**src/rtl/uart_tx_frame.sv**
```systemverilog
// uart_tx_frame: UART transmitter. Serialises DATA_WIDTH-bit words as
// start bit, data LSB-first, optional parity, then STOP_BITS stop bits.
// A one-entry holding register allows back-to-back frames with no idle gap.
//
// Optional feature: define UART_TX_PARITY_EN to insert a parity bit after the
// data bits (even parity, or odd when PARITY_ODD=1).
//
// Ports:
//   sysclk      system clock, all logic on posedge
//   rst_n       asynchronous reset, active-low
//   i_tx_en     transmitter enable; low aborts the frame and flushes holding
//   i_tx_valid  i_tx_byte holds a word to send
//   i_tx_byte   word to transmit
//   o_tx_ready  holding register empty; word accepted when valid && ready
//   o_tx_serial serial line, idles high
//   o_tx_busy   frame in progress (state != IDLE)
//   o_tx_d      one-cycle pulse when a frame's last stop bit has completed
module uart_tx_frame #(
  parameter int unsigned DATA_WIDTH   = 8,
  parameter int unsigned CLKS_PER_BIT = 1085,
  parameter int unsigned STOP_BITS    = 1,
  parameter int unsigned PARITY_ODD   = 0
) (
  input  logic                  sysclk,
  input  logic                  rst_n,
  input  logic                  i_tx_en,
  input  logic                  i_tx_valid,
  input  logic [DATA_WIDTH-1:0] i_tx_byte,
  output logic                  o_tx_ready,
  output logic                  o_tx_serial,
  output logic                  o_tx_busy,
  output logic                  o_tx_d
);

  localparam int unsigned BW = $clog2(CLKS_PER_BIT);
  localparam int unsigned IW = $clog2(DATA_WIDTH + 1);
  localparam logic [BW-1:0] BAUD_LAST = BW'(CLKS_PER_BIT - 1);
  localparam logic [IW-1:0] DATA_LAST = IW'(DATA_WIDTH - 1);
  localparam logic [IW-1:0] STOP_LAST = IW'(STOP_BITS - 1);

  if (DATA_WIDTH < 5 || DATA_WIDTH > 9 || CLKS_PER_BIT < 2 ||
      STOP_BITS < 1 || STOP_BITS > 2 || PARITY_ODD > 1) begin : g_param_check
    $error("uart_tx_frame: illegal parameter value");
  end

`ifdef UART_TX_PARITY_EN
  typedef enum logic [2:0] {IDLE, START, DATA, PARITY, STOP} state_t;
`else
  typedef enum logic [1:0] {IDLE, START, DATA, STOP} state_t;
`endif

  state_t                state;
  logic [BW-1:0]         baud_cnt;
  logic [IW-1:0]         bit_idx;
  logic [DATA_WIDTH-1:0] shifter;
  logic [DATA_WIDTH-1:0] hold_data;
  logic                  hold_full;
  logic                  stop_done;
`ifdef UART_TX_PARITY_EN
  logic                  parity_bit;
`endif

  logic accept;
  logic bit_end;
  logic stop_exit;
  logic take_hold;
  logic hold_full_nxt;

  always_comb begin
    accept    = i_tx_valid && o_tx_ready;
    bit_end   = (baud_cnt == BAUD_LAST);
    stop_exit = (state == STOP) && bit_end && (bit_idx == STOP_LAST);
    take_hold = hold_full && ((state == IDLE) || stop_exit);
    // A word accepted on the transfer edge stays held (accept wins).
    hold_full_nxt = hold_full;
    if (accept) begin
      hold_full_nxt = 1'b1;
    end else if (take_hold) begin
      hold_full_nxt = 1'b0;
    end
  end

  assign o_tx_busy = (state != IDLE);

  // o_tx_serial is registered from the current state, so the line trails the
  // state register by one cycle; o_tx_d is delayed by stop_done to match.
  always_ff @(posedge sysclk or negedge rst_n) begin
    if (!rst_n) begin
      state       <= IDLE;
      baud_cnt    <= '0;
      bit_idx     <= '0;
      shifter     <= '0;
      hold_data   <= '0;
      hold_full   <= 1'b0;
      stop_done   <= 1'b0;
      o_tx_ready  <= 1'b0;
      o_tx_serial <= 1'b1;
      o_tx_d      <= 1'b0;
`ifdef UART_TX_PARITY_EN
      parity_bit  <= 1'b0;
`endif
    end else if (!i_tx_en) begin
      state       <= IDLE;
      baud_cnt    <= '0;
      bit_idx     <= '0;
      hold_full   <= 1'b0;
      stop_done   <= 1'b0;
      o_tx_ready  <= 1'b0;
      o_tx_serial <= 1'b1;
      o_tx_d      <= 1'b0;
    end else begin
      hold_full  <= hold_full_nxt;
      o_tx_ready <= !hold_full_nxt;
      o_tx_d     <= stop_done;
      stop_done  <= 1'b0;
      if (accept) begin
        hold_data <= i_tx_byte;
      end

      if (state != IDLE) begin
        baud_cnt <= bit_end ? '0 : baud_cnt + 1'b1;
      end

      case (state)
        IDLE: begin
          o_tx_serial <= 1'b1;
          baud_cnt    <= '0;
          if (hold_full) begin
            state <= START;
          end
        end
        START: begin
          o_tx_serial <= 1'b0;
          if (bit_end) begin
            state   <= DATA;
            bit_idx <= '0;
          end
        end
        DATA: begin
          o_tx_serial <= shifter[0];
          if (bit_end) begin
            shifter <= shifter >> 1;
            if (bit_idx == DATA_LAST) begin
              bit_idx <= '0;
`ifdef UART_TX_PARITY_EN
              state   <= PARITY;
`else
              state   <= STOP;
`endif
            end else begin
              bit_idx <= bit_idx + 1'b1;
            end
          end
        end
`ifdef UART_TX_PARITY_EN
        PARITY: begin
          o_tx_serial <= parity_bit;
          if (bit_end) begin
            state   <= STOP;
            bit_idx <= '0;
          end
        end
`endif
        STOP: begin
          o_tx_serial <= 1'b1;
          if (bit_end) begin
            if (bit_idx == STOP_LAST) begin
              bit_idx   <= '0;
              stop_done <= 1'b1;
              state     <= hold_full ? START : IDLE;
            end else begin
              bit_idx <= bit_idx + 1'b1;
            end
          end
        end
        default: state <= IDLE;
      endcase

      if (take_hold) begin
        shifter    <= hold_data;
`ifdef UART_TX_PARITY_EN
        parity_bit <= (^hold_data) ^ 1'(PARITY_ODD);
`endif
      end
    end
  end

endmodule

```
**config.mk**
```make
export PLATFORM = sky130hd
export DESIGN_NAME = uart_tx_frame
export DESIGN_NICKNAME = d
export VERILOG_FILES = /design/src/rtl/uart_tx_frame.sv
export SDC_FILE = /design/constraint.sdc
export NUM_CORES = 1
export LEC_CHECK = 0
export CORE_ASPECT_RATIO = 0.7
export CORE_MARGIN = 2
export CORE_UTILIZATION = 57
export CTS_CLUSTER_SIZE = 40
export DETAILED_ROUTE_END_ITERATION = 8
export PLACE_DENSITY = 0.78
export SLEW_MARGIN = 20
export SYNTH_ARGS = -nofsm -noshare
export SYNTH_HDL_FRONTEND = slang
export SYNTH_SLANG_ARGS = --single-unit
export TNS_END_PERCENT = 1
```
**constraint.sdc**
```tcl
create_clock -name sysclk -period 2.44 [get_ports sysclk]
set_input_delay 0.488 -clock sysclk [delete_from_list [all_inputs] [get_ports sysclk]]
set_output_delay 0.488 -clock sysclk [all_outputs]
set_load 0.005 [all_outputs]
```
==> results summary <==
For this block, the routed nets add up to 4.129 mm of wire. In the layout the commonest cells are dfrtp_1, nor2_1, clkdlybuf4s50_1, o21ai_0, ha_1. The area of the core region came out at 3254 sq um. The final count of hold timing violations came out at 0. The pin count of the biggest net entering global routing is 39. The clock arrives with 0.009625 ns of skew. Traced cell by cell, the critical path runs through inv_1, ha_1, inv_1, clkdlybuf4s50_1. The reg2reg setup slack is 0.22 ns. The cell with the largest stage delay on the worst path is clkdlybuf4s50_1.

The measured slew at the worst slew-check pin is 0.8287 ns. The number of antenna violations at the first check in global routing was 0. Synthesis instantiated 48 different standard cells from the library. The flip-flop cell with the highest count after synthesis is dfrtp_1. The power per unit of standard cell area is 765.0 nW/um^2. The run finished with clean final reports. The clock net in this run drives a total of 38 sinks. The die extent in y came out at 53.55 um.

Each instance of the synthesized netlist takes up on average 10.99 sq um. The critical path is of the reg2out type. The final standard cell area without fillers is 2281 sq um. The worst setup path is launched from a register. After detailed routing, the average wire length per cell comes to 16.58 um. The leading cell type in the layout, fill and taps excluded is dfrtp_1.

The top-level port count is 16. The worst register-to-register path begins at state[0]$_DFFE_PN0P_. Counting along the longest clock path gives a buffer depth of 2. The cell area reported after detailed placement is 2190 sq um. The number of nets produced by synthesis is 203. The global-route usage over all layers is 0.2387.

0 antenna diodes ended up in the layout. In this run the critical register-to-register path is captured at state[0]$_DFFE_PN0P_. The largest fanout on the critical path came out at 6. The highest ir drop seen on vdd is 0.5223 mV.

The number of post-CTS setup repair buffers came out at 0. The via count of the first global-routing pass is 1458. Buffers placed on the I/O ports in this run total 15.

Counting stages on the worst path, the most repeated cell is inv_1. The cell count after synthesis is 182. The kind of end point of the critical path is an output pin.

The remaining design rule violation count came out at 0. The fraction of final layout cells sized beyond drive strength 1 came out at 0.2030. The count of cells resized by post-cts repair is 0.

The initialized floorplan defines 17 standard-cell rows. The starting density of the core is 0.6144. In the finished design, the share of the clock period the worst path needs comes to 0.9330. The arrival time at the worst endpoint came out at 1.79 ns.

The static leakage is 0.9374 nW. The tree is rooted in a clkbuf_8. The number of vias after detailed routing is 1507. After detailed routing, the number of vias per cell comes to 6.052. The synthesized flop and latch total came out at 38. The tool flagged a number of max-cap violations equal to 0.

The area growth from synthesis to layout is 14.08%. The initial DRC count came out at 128. The number of pins exceeding their max-slew limit in the final report is 0. The power consumption came out at 1.745 mW.

The global-route wire length before repair came out at 6.989 mm. The number of cells on the worst reg-to-reg path came out at 6. Setup repair after global routing left no endpoint under its margin. The total setup violations reported at the end of the flow is 0.

The TritonCTS clock tree is yes. The first TritonRoute pass finished after 4 iterations. In this design, the stage delay of the slowest critical-path cell is 0.51 ns. The clock slew seen by the registers of the worst setup and hold paths is 0.07 ns. The CTS H-tree depth came out at 2. Counting flops with an async set or reset pin after synthesis yields a share of 1.000. The achievable clock frequency came out at 0.4392 GHz. The sum of net half-perimeters after detailed placement came out at 2.986 mm.

The shortest clock period the worst path allows after layout is 2.277 ns. For this run the aggregate overflow at the end of global routing stands at 0. Yosys mapped a number of flops with a built-in enable equal to 0. The die covers 4005 sq um.

The total clock buffers created by CTS came out at 5. The count of warnings emitted by yosys came out at 0. The worst slew slack as a fraction of its limit came out at 0.4475. For the worst setup path, the data required time is 1.95 ns. The width of the chip is 74.79 um. In this run, post-CTS hold repair placed 0 buffers. The layout net count is 222.

The residual antenna-violating net count after detailed routing came out at 0. The path class of the tightest hold or removal check is in2async. Routability-driven placement finished with a final weighted congestion of 0.8266. The mapped cell area is 1999 sq um. In the final timing run, aggregate negative setup slack is 0 ns. The sequential element share of the synthesized area came out at 0.4762. The insertion delay to the later sink of the worst-skew pair is 0.29 ns.
-- cell usage after synthesis, types with 2 or more instances --
library cell   n  area (sq um)
and2_1         4         25.02
and4_1         2         17.52
xor2_1         5         43.79
inv_1          8         30.03
or2_2          8         50.05
and3_1         2         12.51
mux2_2         8         90.09
a21oi_1        5         25.02
dfrtp_1       37         925.9
nor3_1         3         15.01
and4bb_2       2         25.02
nand4_1        5         31.28
nand2_1        8         30.03
or3_1          3         18.77
buf_2          2         10.01
nand3_1        8         40.04
nor2_1        14         52.55
o211ai_1       2         15.01
o21ai_0       12         60.06
o41ai_1        2         17.52
ha_1           9         112.6
o221a_2        7         78.83
-- registers in the layout, summed over array words and instances (netlist names), 2 cells and up --
register   cells
baud_cnt      11
hold_data      8
shifter        8
bit_idx        4
state          2
-- per-stage QoR --
step           std cells  utilization  worst slack, ns  hold WS (ns)
2_1_floorplan        182            -           0.4983        0.1924
3_3_place_gp         241       0.6728           0.3099        0.4458
3_5_place_dp         241       0.6728           0.2218        0.4570
4_1_cts              249       0.7009           0.1751        0.3128
5_1_grt              249       0.7009          0.04975        0.3519
6_report             249       0.7009           0.1634        0.2926
-- metal layers --
metal  global-route usage  vias to the layer above  routed length (um)
li1                     -                      715                   -
met1               0.3329                      744                1962
met2               0.3643                       41                1941
met3              0.05243                        7                 157
met4              0.09821                        0                  68
met5                    0                        -                   0
-- cells by family (layout without fill, tap and decap cells) --
| group | after synthesis | after routing | share of synthesized area |
|---|---|---|---|
| buf+inv | 12 | 32 | 0.02566 |
| mux | 9 | 9 | 0.05006 |
| flops | 38 | 38 | 0.4762 |
| fa+ha+maj | 9 | 9 | 0.05632 |
| compound gates | 40 | 40 | 0.1583 |
| xor+xnor | 6 | 6 | 0.02628 |
| simple gates | 68 | 68 | 0.2071 |
-- report_power, final --
| part | switching (mW) | internal, mW |
|---|---|---|
| registers | 0.0880 | 0.755 |
| logic | 0.228 | 0.223 |
| clock network | 0.223 | 0.228 |
-- worst max-delay path: cells and delay by family (launching register included) --
kind	cells	cell delay, ns
adders and majority gates	1	0.29
buffers and inverters	3	0.78
DFF	1	0.42
-- final cells by class --
type,instances,area [sq um]
multi-input combinational,132,996.0
sequential,38,952.2
inverter,8,30.03
fill,255,973.4
tap,47,58.81
clock buffer,7,86.33
timing repair buffer,16,152.6
clock inverter,1,5.005
-- worst max-delay path by stage --
stage | start | end | slack (ns) | depth (start not counted)
2_1_floorplan | state[0]$_DFFE_PN0P_ | state[0]$_DFFE_PN0P_ | 0.50 | 6
3_3_place_gp | i_tx_en | shifter[0]$_DFFE_PN0P_ | 0.31 | 5
3_5_place_dp | i_tx_en | shifter[4]$_DFFE_PN0P_ | 0.22 | 5
4_1_cts | state[0]$_DFFE_PN0P_ | o_tx_busy | 0.18 | 4
5_1_grt | state[0]$_DFFE_PN0P_ | o_tx_busy | 0.05 | 4
6_report | state[0]$_DFFE_PN0P_ | o_tx_busy | 0.16 | 4
Power figures use the tool's default switching activity.
